$ cat src/rtl/csi_capture_ctrl_if.sv
// 32-bit AXI-Stream style bundle used for both the upstream CSI feed and the DMA-facing output.
interface csi_capture_ctrl_if;
    logic        tvalid;
    logic        tready;
    logic        tlast;
    logic [31:0] tdata;

    modport master (output tvalid, output tdata, output tlast, input tready);
    modport slave  (input tvalid, input tdata, input tlast, output tready);
endinterface

$ cat src/rtl/csi_capture_ctrl.sv
// CSI frame capture controller: aligns to frame boundaries, decimates, prepends a sequence header
// and forwards whole frames to the DMA stream with zero-latency pass-through.
module csi_capture_ctrl #(
    parameter int          FRAME_LEN = 64,
    parameter logic [15:0] HDR_TAG   = 16'hC51A
) (
    input  logic                   clk_in,
    input  logic                   aresetn,
    input  logic                   arm_in,
    input  logic                   stop_in,
    input  logic                   continuous_in,
    input  logic [7:0]             decim_in,
    input  logic [15:0]            budget_in,
    csi_capture_ctrl_if.slave      csi_axis,
    csi_capture_ctrl_if.master     out_axis,
    output logic                   busy_out,
    output logic                   done_out,
    output logic                   len_err_out,
    output logic [15:0]            frames_captured_out,
    output logic [15:0]            frames_dropped_out
);

    localparam int BEAT_W = (FRAME_LEN > 1) ? $clog2(FRAME_LEN) : 1;
    localparam logic [BEAT_W-1:0] LAST_BEAT = BEAT_W'(FRAME_LEN - 1);

    localparam logic [2:0] IDLE     = 3'd0;
    localparam logic [2:0] WAIT_SOF = 3'd1;
    localparam logic [2:0] HEADER   = 3'd2;
    localparam logic [2:0] PASS     = 3'd3;
    localparam logic [2:0] RESYNC   = 3'd4;
    localparam logic [2:0] DISCARD  = 3'd5;
    localparam logic [2:0] DONE     = 3'd6;

    logic [2:0]        state;
    logic              sof;
    logic [15:0]       seq;
    logic [7:0]        phase;
    logic [BEAT_W-1:0] beat;
    logic [15:0]       captured;
    logic [15:0]       dropped;
    logic              len_err;
    logic              stop_pend;
    logic              cfg_cont;
    logic [7:0]        cfg_decim;
    logic [15:0]       cfg_budget;

    logic              in_hs;
    logic              out_hs;
    logic              beat_last;
    logic [15:0]       captured_inc;
    logic              stop_now;

    function automatic logic [15:0] sat_inc(input logic [15:0] v);
        return (v == 16'hFFFF) ? v : v + 16'd1;
    endfunction

    function automatic logic budget_hit(input logic cont, input logic [15:0] cnt,
                                        input logic [15:0] budget);
        return !cont && (cnt == budget);
    endfunction

    assign in_hs        = csi_axis.tvalid && csi_axis.tready;
    assign out_hs       = out_axis.tvalid && out_axis.tready;
    assign beat_last    = (beat == LAST_BEAT);
    assign captured_inc = sat_inc(captured);
    assign stop_now     = stop_pend || stop_in;

    // Handshake steering: only HEADER and PASS talk to the output; everything else sinks input.
    always_comb begin
        csi_axis.tready = 1'b1;
        out_axis.tvalid = 1'b0;
        out_axis.tdata  = '0;
        out_axis.tlast  = 1'b0;
        case (state)
            WAIT_SOF: begin
                // Hold the first beat of a frame while the keep/drop decision is made.
                csi_axis.tready = !sof;
            end
            HEADER: begin
                csi_axis.tready = 1'b0;
                out_axis.tvalid = 1'b1;
                out_axis.tdata  = {HDR_TAG, seq};
            end
            PASS: begin
                csi_axis.tready = out_axis.tready;
                out_axis.tvalid = csi_axis.tvalid;
                out_axis.tdata  = csi_axis.tdata;
                out_axis.tlast  = csi_axis.tlast || beat_last;
            end
            default: ;
        endcase
    end

    always_ff @(posedge clk_in) begin
        if (!aresetn) begin
            state      <= IDLE;
            sof        <= 1'b1;
            seq        <= '0;
            phase      <= '0;
            beat       <= '0;
            captured   <= '0;
            dropped    <= '0;
            len_err    <= 1'b0;
            stop_pend  <= 1'b0;
            cfg_cont   <= 1'b0;
            cfg_decim  <= '0;
            cfg_budget <= '0;
        end else begin
            if (in_hs) begin
                sof <= csi_axis.tlast;
            end

            case (state)
                IDLE, DONE: begin
                    if (arm_in) begin
                        cfg_cont   <= continuous_in;
                        cfg_decim  <= decim_in;
                        cfg_budget <= budget_in;
                        captured   <= '0;
                        dropped    <= '0;
                        seq        <= '0;
                        phase      <= '0;
                        beat       <= '0;
                        len_err    <= 1'b0;
                        stop_pend  <= 1'b0;
                        state      <= (!continuous_in && budget_in == 16'd0) ? DONE : WAIT_SOF;
                    end
                end

                WAIT_SOF: begin
                    if (stop_in) begin
                        state <= DONE;
                    end else if (sof && csi_axis.tvalid) begin
                        if (phase == 8'd0) begin
                            state <= HEADER;
                        end else begin
                            state   <= DISCARD;
                            dropped <= sat_inc(dropped);
                        end
                        phase <= (phase == cfg_decim) ? 8'd0 : phase + 8'd1;
                    end
                end

                HEADER: begin
                    if (stop_in) begin
                        stop_pend <= 1'b1;
                    end
                    if (out_hs) begin
                        state <= PASS;
                        seq   <= seq + 16'd1;
                        beat  <= '0;
                    end
                end

                PASS: begin
                    if (stop_in) begin
                        stop_pend <= 1'b1;
                    end
                    if (in_hs) begin
                        beat <= beat + BEAT_W'(1);
                        if (csi_axis.tlast || beat_last) begin
                            captured <= captured_inc;
                            // Early tlast and missing tlast are both length errors.
                            if (csi_axis.tlast != beat_last) begin
                                len_err <= 1'b1;
                            end
                            if (!csi_axis.tlast) begin
                                state <= RESYNC;
                            end else if (stop_now || budget_hit(cfg_cont, captured_inc, cfg_budget)) begin
                                state <= DONE;
                            end else begin
                                state <= WAIT_SOF;
                            end
                        end
                    end
                end

                RESYNC: begin
                    if (stop_in) begin
                        stop_pend <= 1'b1;
                    end
                    if (in_hs && csi_axis.tlast) begin
                        state <= (stop_now || budget_hit(cfg_cont, captured, cfg_budget)) ? DONE : WAIT_SOF;
                    end
                end

                DISCARD: begin
                    if (stop_in) begin
                        stop_pend <= 1'b1;
                    end
                    if (in_hs && csi_axis.tlast) begin
                        state <= stop_now ? DONE : WAIT_SOF;
                    end
                end

                default: state <= IDLE;
            endcase
        end
    end

    assign busy_out            = (state == WAIT_SOF) || (state == HEADER) || (state == PASS) ||
                                 (state == RESYNC) || (state == DISCARD);
    assign done_out            = (state == DONE);
    assign len_err_out         = len_err;
    assign frames_captured_out = captured;
    assign frames_dropped_out  = dropped;

    // A presented header stays presented, unchanged, until the DMA side takes it.
    a_header_held: assert property (@(posedge clk_in) disable iff (!aresetn)
        (state == HEADER && !out_axis.tready) |=> (state == HEADER));

    a_busy_done_exclusive: assert property (@(posedge clk_in) !(busy_out && done_out));

endmodule
$ cat src/flat_wrapper.sv
// flat-port wrapper written by rule: the top's interface ports become plain ports
module csi_capture_ctrl_flat 
#(
    parameter int          FRAME_LEN = 64,
    parameter logic [15:0] HDR_TAG   = 16'hC51A
)
  (clk_in, aresetn, arm_in, stop_in, continuous_in, decim_in, budget_in, busy_out, done_out, len_err_out, frames_captured_out, frames_dropped_out, csi_axis_tvalid, csi_axis_tdata, csi_axis_tlast, csi_axis_tready, out_axis_tvalid, out_axis_tdata, out_axis_tlast, out_axis_tready);
  csi_capture_ctrl_if csi_axis_i ();
  csi_capture_ctrl_if out_axis_i ();
  input  logic clk_in;
  input  logic aresetn;
  input  logic arm_in;
  input  logic stop_in;
  input  logic continuous_in;
  input  logic [7:0] decim_in;
  input  logic [15:0] budget_in;
  output logic busy_out;
  output logic done_out;
  output logic len_err_out;
  output logic [15:0] frames_captured_out;
  output logic [15:0] frames_dropped_out;
  input wire logic [$bits(csi_axis_i.tvalid)-1:0] csi_axis_tvalid;
  input wire logic [$bits(csi_axis_i.tdata)-1:0] csi_axis_tdata;
  input wire logic [$bits(csi_axis_i.tlast)-1:0] csi_axis_tlast;
  output wire logic [$bits(csi_axis_i.tready)-1:0] csi_axis_tready;
  output wire logic [$bits(out_axis_i.tvalid)-1:0] out_axis_tvalid;
  output wire logic [$bits(out_axis_i.tdata)-1:0] out_axis_tdata;
  output wire logic [$bits(out_axis_i.tlast)-1:0] out_axis_tlast;
  input wire logic [$bits(out_axis_i.tready)-1:0] out_axis_tready;
  assign csi_axis_i.tvalid = csi_axis_tvalid;
  assign csi_axis_i.tdata = csi_axis_tdata;
  assign csi_axis_i.tlast = csi_axis_tlast;
  assign csi_axis_tready = csi_axis_i.tready;
  assign out_axis_tvalid = out_axis_i.tvalid;
  assign out_axis_tdata = out_axis_i.tdata;
  assign out_axis_tlast = out_axis_i.tlast;
  assign out_axis_i.tready = out_axis_tready;
  csi_capture_ctrl #(.FRAME_LEN(FRAME_LEN), .HDR_TAG(HDR_TAG)) u_core (.clk_in(clk_in), .aresetn(aresetn), .arm_in(arm_in), .stop_in(stop_in), .continuous_in(continuous_in), .decim_in(decim_in), .budget_in(budget_in), .csi_axis(csi_axis_i), .out_axis(out_axis_i), .busy_out(busy_out), .done_out(done_out), .len_err_out(len_err_out), .frames_captured_out(frames_captured_out), .frames_dropped_out(frames_dropped_out));
endmodule
$ cat config.mk
export PLATFORM = sky130hd
export DESIGN_NAME = csi_capture_ctrl_flat
export DESIGN_NICKNAME = d
export VERILOG_FILES = /design/src/rtl/csi_capture_ctrl_if.sv /design/src/rtl/csi_capture_ctrl.sv /design/src/flat_wrapper.sv
export SDC_FILE = /design/constraint.sdc
export NUM_CORES = 1
export LEC_CHECK = 0
export ABC_AREA = 1
export BUFFER_PORTS_ARGS = -buffer_cell sky130_fd_sc_hd__buf_2
export CORE_ASPECT_RATIO = 0.8
export CORE_MARGIN = 4
export CORE_UTILIZATION = 50
export DETAILED_ROUTE_END_ITERATION = 10
export PLACE_DENSITY_LB_ADDON = 0.15
export SLEW_MARGIN = 20
export SYNTH_ARGS = -nofsm -noshare
export SYNTH_HDL_FRONTEND = slang
export SYNTH_SLANG_ARGS = --single-unit
$ cat constraint.sdc
create_clock -name clk_in -period 2.7 [get_ports clk_in]
set_clock_uncertainty 0.05 [all_clocks]
set_input_delay 0.81 -clock clk_in [delete_from_list [all_inputs] [get_ports clk_in]]
set_output_delay 0.81 -clock clk_in [all_outputs]
set_load 0.1 [all_outputs]
==> flow_metrics.tcl <==
set metrics [dict create \
    status "finished, final reports clean" \
    hp-start "u_core.len_err_out" \
    total_power_mw 5.821 \
    rr_worst_depth 17 \
    async_flop_share_pct 0 \
    synth_top_family_by_area "simple AND/OR/NAND/NOR gates" \
    yosysMostFrequentCell "nand2_1" \
    gp_congestion 0.9319 \
    dieWidth_um 127.6 \
    syn_avg_cell_area_um2 6.366 \
    finalMaxSlewViolations 0 \
    syn-cell-area_um2 5723 \
    yosys.area_share.adder_pct 1.749 \
    synth_edf_count 0 \
    num_vias 6495 \
    timing.rr.start "u_core.frames_captured_out[0]" \
    ctsHtreeMaxLevel 3 \
    seq_area_frac_synth_pct 32.53 \
    synth_nets 971 \
    drc 0 \
    antenna_cells 0 \
    fp.dieH_um 103.7 \
    drt_iter0_markers 540 \
    setup_viol 0 \
    routed_wl_um 17140 \
    synthSimpleGateAreaFrac_pct 36.49 \
    critical_path_class "reg -> out" \
    ys_ff_latch 93 \
    overflow 0 \
    critPathTopFamily "simple AND/OR/NAND/NOR gates" \
    clkSinkCount 93 \
    power_density_nw_per_um2 746.5 \
    end_kind "output port" \
    clockBufferDepth 2 \
    portBuffers 133 \
    cts-root-buf "clkbuf_16" \
    dieArea_um2 13230 \
    max_freq_mhz 376.0 \
    drive_above_1_share_pct 25.54 \
    yosys.area.top_type "dfxtp_1" \
    n_fill_cell 970 \
    synth-compound-area-share_pct 16.66 \
    cp_cell_sequence "ha_2, nand2_1, nor3_2, nand2_2, ha_4, nor2_4, buf_12" \
    period_needed_ps 2660 \
    avgViaCountPerCell 5.390 \
    syn_to_final_growth_pct 36.25 \
    whs_endpoint "u_core.len_err_out" \
    dpl.hpwl_um 13000 \
    grt_max_degree 42 \
    yosysWarnings 0 \
    hold_violations 0 \
    cp_num_buf_inv 1 \
    postLayoutCellArea_um2 7797 \
    cp_slowest_cell "dfxtp_2" \
    initial_core_util_pct 51.94 \
    yosys.area.top_type_share_pct 32.53 \
    critPathRequiredTime_ps 1840 \
    drv_cap 0 \
    fp-row-count 34 \
    synthMuxAreaShare_pct 0 \
    ios 134 \
    min_path_type "reg -> reg" \
    synth_commonest_cells "221 x nand2_1, 109 x nor2_1, 103 x inv_1" \
    worstPathMaxFanout 4 \
    worst_pin_slew_ps 610.6 \
    ant_nets 0 \
    grtUsageTotal_pct 25.16 \
    cts_hold_buf 0 \
    tritoncts "yes" \
    cpPeakStageDelay_ps 350 \
    relSlewSlack_pct 59.25 \
    start_kind "flip-flop" \
    dr.pass1.iters 5 \
    clkTransAtPathRegs_ps 70 \
    fp.coreArea_um2 11020 \
    synth.distinct_cells 51 \
    antenna_found_initial 0 \
    min_path_cells 2 \
    layout.nets 1128 \
    synth.area.top_cells "dfxtp_1 33%, nand2_1 14%, a21oi_1 7.8%" \
    regToRegSetupSlack_ps 200 \
    clk_latency_ps 340 \
    p_leak_nw 3.266 \
    numCtsBuffers 9 \
    synth-xor-area-share_pct 2.755 \
    grt_pass1_wl_um 28000 \
    ir_drop_uv 429.1 \
    wl_per_cell_um 14.23 \
    syn-instance-count 899 \
    yosys_most_used_dff "dfxtp_1" \
    grt_pass1_vias 5785 \
    period_share_pct 98.51 \
    crit_arrival_ps 1800 \
    r2r_end "u_core.state[1]" \
    placed_area_um2 7390 \
]
==> area by class of cell <==
class	count	area (um2)	area share, %
Timing Repair Buffer	170	1473	18.89
Multi-Input combinational cell	665	3530	45.27
Timing Repair inverter	1	7.507	0.09628
Sequential cell	93	1872	24.01
Tap cell	144	180.2	2.311
Clock buffer	12	256.5	3.289
Clock inverter	4	31.28	0.4012
Inverter	116	447.9	5.745
==> per-layer routing <==
metal / part of all wire (%) / GRT usage (%) / vias up
met5: 0 / 0 / -
met4: 1.0 / 5.606 / 0
met3: 10 / 5.195 / 14
met2: 43 / 37.79 / 285
met1: 46 / 36.98 / 2945
li1: - / - / 3251
==> through the flow <==
stage               setup TNS (ps)  util, %  hold slack, ps  instances  setup WS, ps
global route                -39.32    70.77           465.5       1205        -39.32
finish                           0    70.77           417.5       1205         40.32
global placement                 0    67.07           401.5       1183         165.2
floorplan                   -10790        -           389.5        899        -445.6
detailed placement               0    67.07           406.6       1183         110.0
CTS                              0    70.02           417.4       1200         10.90
==> tightest hold or removal path: cells and delay by family, from the launching register on <==
family | cells | cell delay, ps
DFF | 1 | 310
and+or+nand+nor | 1 | 60
AOI/OAI and AO/OA | 1 | 50
==> power by group <==
group | internal [mW] | switching [mW]
clock network | 0.680 | 0.547
logic | 0.874 | 1.99
registers | 1.57 | 0.164
==> sequential cells by signal (all words and copies together) (netlist names) <==
register	count
u_core.beat	6
u_core.frames_captured_out	16
u_core.cfg_decim	8
u_core.seq	16
u_core.cfg_budget	16
u_core.phase	8
u_core.cfg_cont	1
u_core.sof	1
u_core.len_err_out	1
u_core.stop_pend	1
u_core.state	3
u_core.frames_dropped_out	16
==> logic make-up after synthesis <==
group,after synthesis
and+or+nand+nor,467
AOI/OAI and AO/OA,172
buffers and inverters,141
DFF,93
xor gates and xnor gates,18
adders and majority gates,8
==> worst max path at each step <==
| stage | depth (start not counted) | to | start |
|---|---|---|---|
| after global placement | 5 | out_axis_tdata[1] | u_core.state[1] |
| after CTS | 6 | out_axis_tdata[0] | u_core.state[2] |
| after global routing | 7 | out_axis_tlast | u_core.beat[1] |
| after floorplan | 4 | out_axis_tdata[16] | u_core.state[1] |
| final | 7 | out_axis_tlast | u_core.beat[0] |
| after detailed placement | 5 | out_axis_tdata[1] | u_core.state[1] |
==> cell usage in the layout (no fill, tap or decap), types with 4 or more instances in the layout <==
master	instances
nand2_1	220
nor2_1	102
inv_1	102
buf_2	98
dfxtp_1	87
a21oi_1	73
o21ai_0	52
nand3_1	49
buf_4	36
buf_12	35
nor3_1	24
nand4_1	16
a21oi_4	14
xnor2_1	13
nor2_2	11
inv_2	9
clkbuf_16	9
nor4_1	8
nor2_4	7
a211oi_1	6
or2_2	6
ha_1	6
nand2_2	5
xor2_1	5
o22ai_1	5
dfxtp_2	5
a21oi_2	4
nor3_2	4
==> timing repair <==
item | CTS | global route
cloned | 1 | 0
gates resized for setup | 9 | 16
pin swaps | 0 | 3
setup endpoints to repair | 25 | 49
buffers inserted | 0 | 5
(Power assumes the default switching activity.)
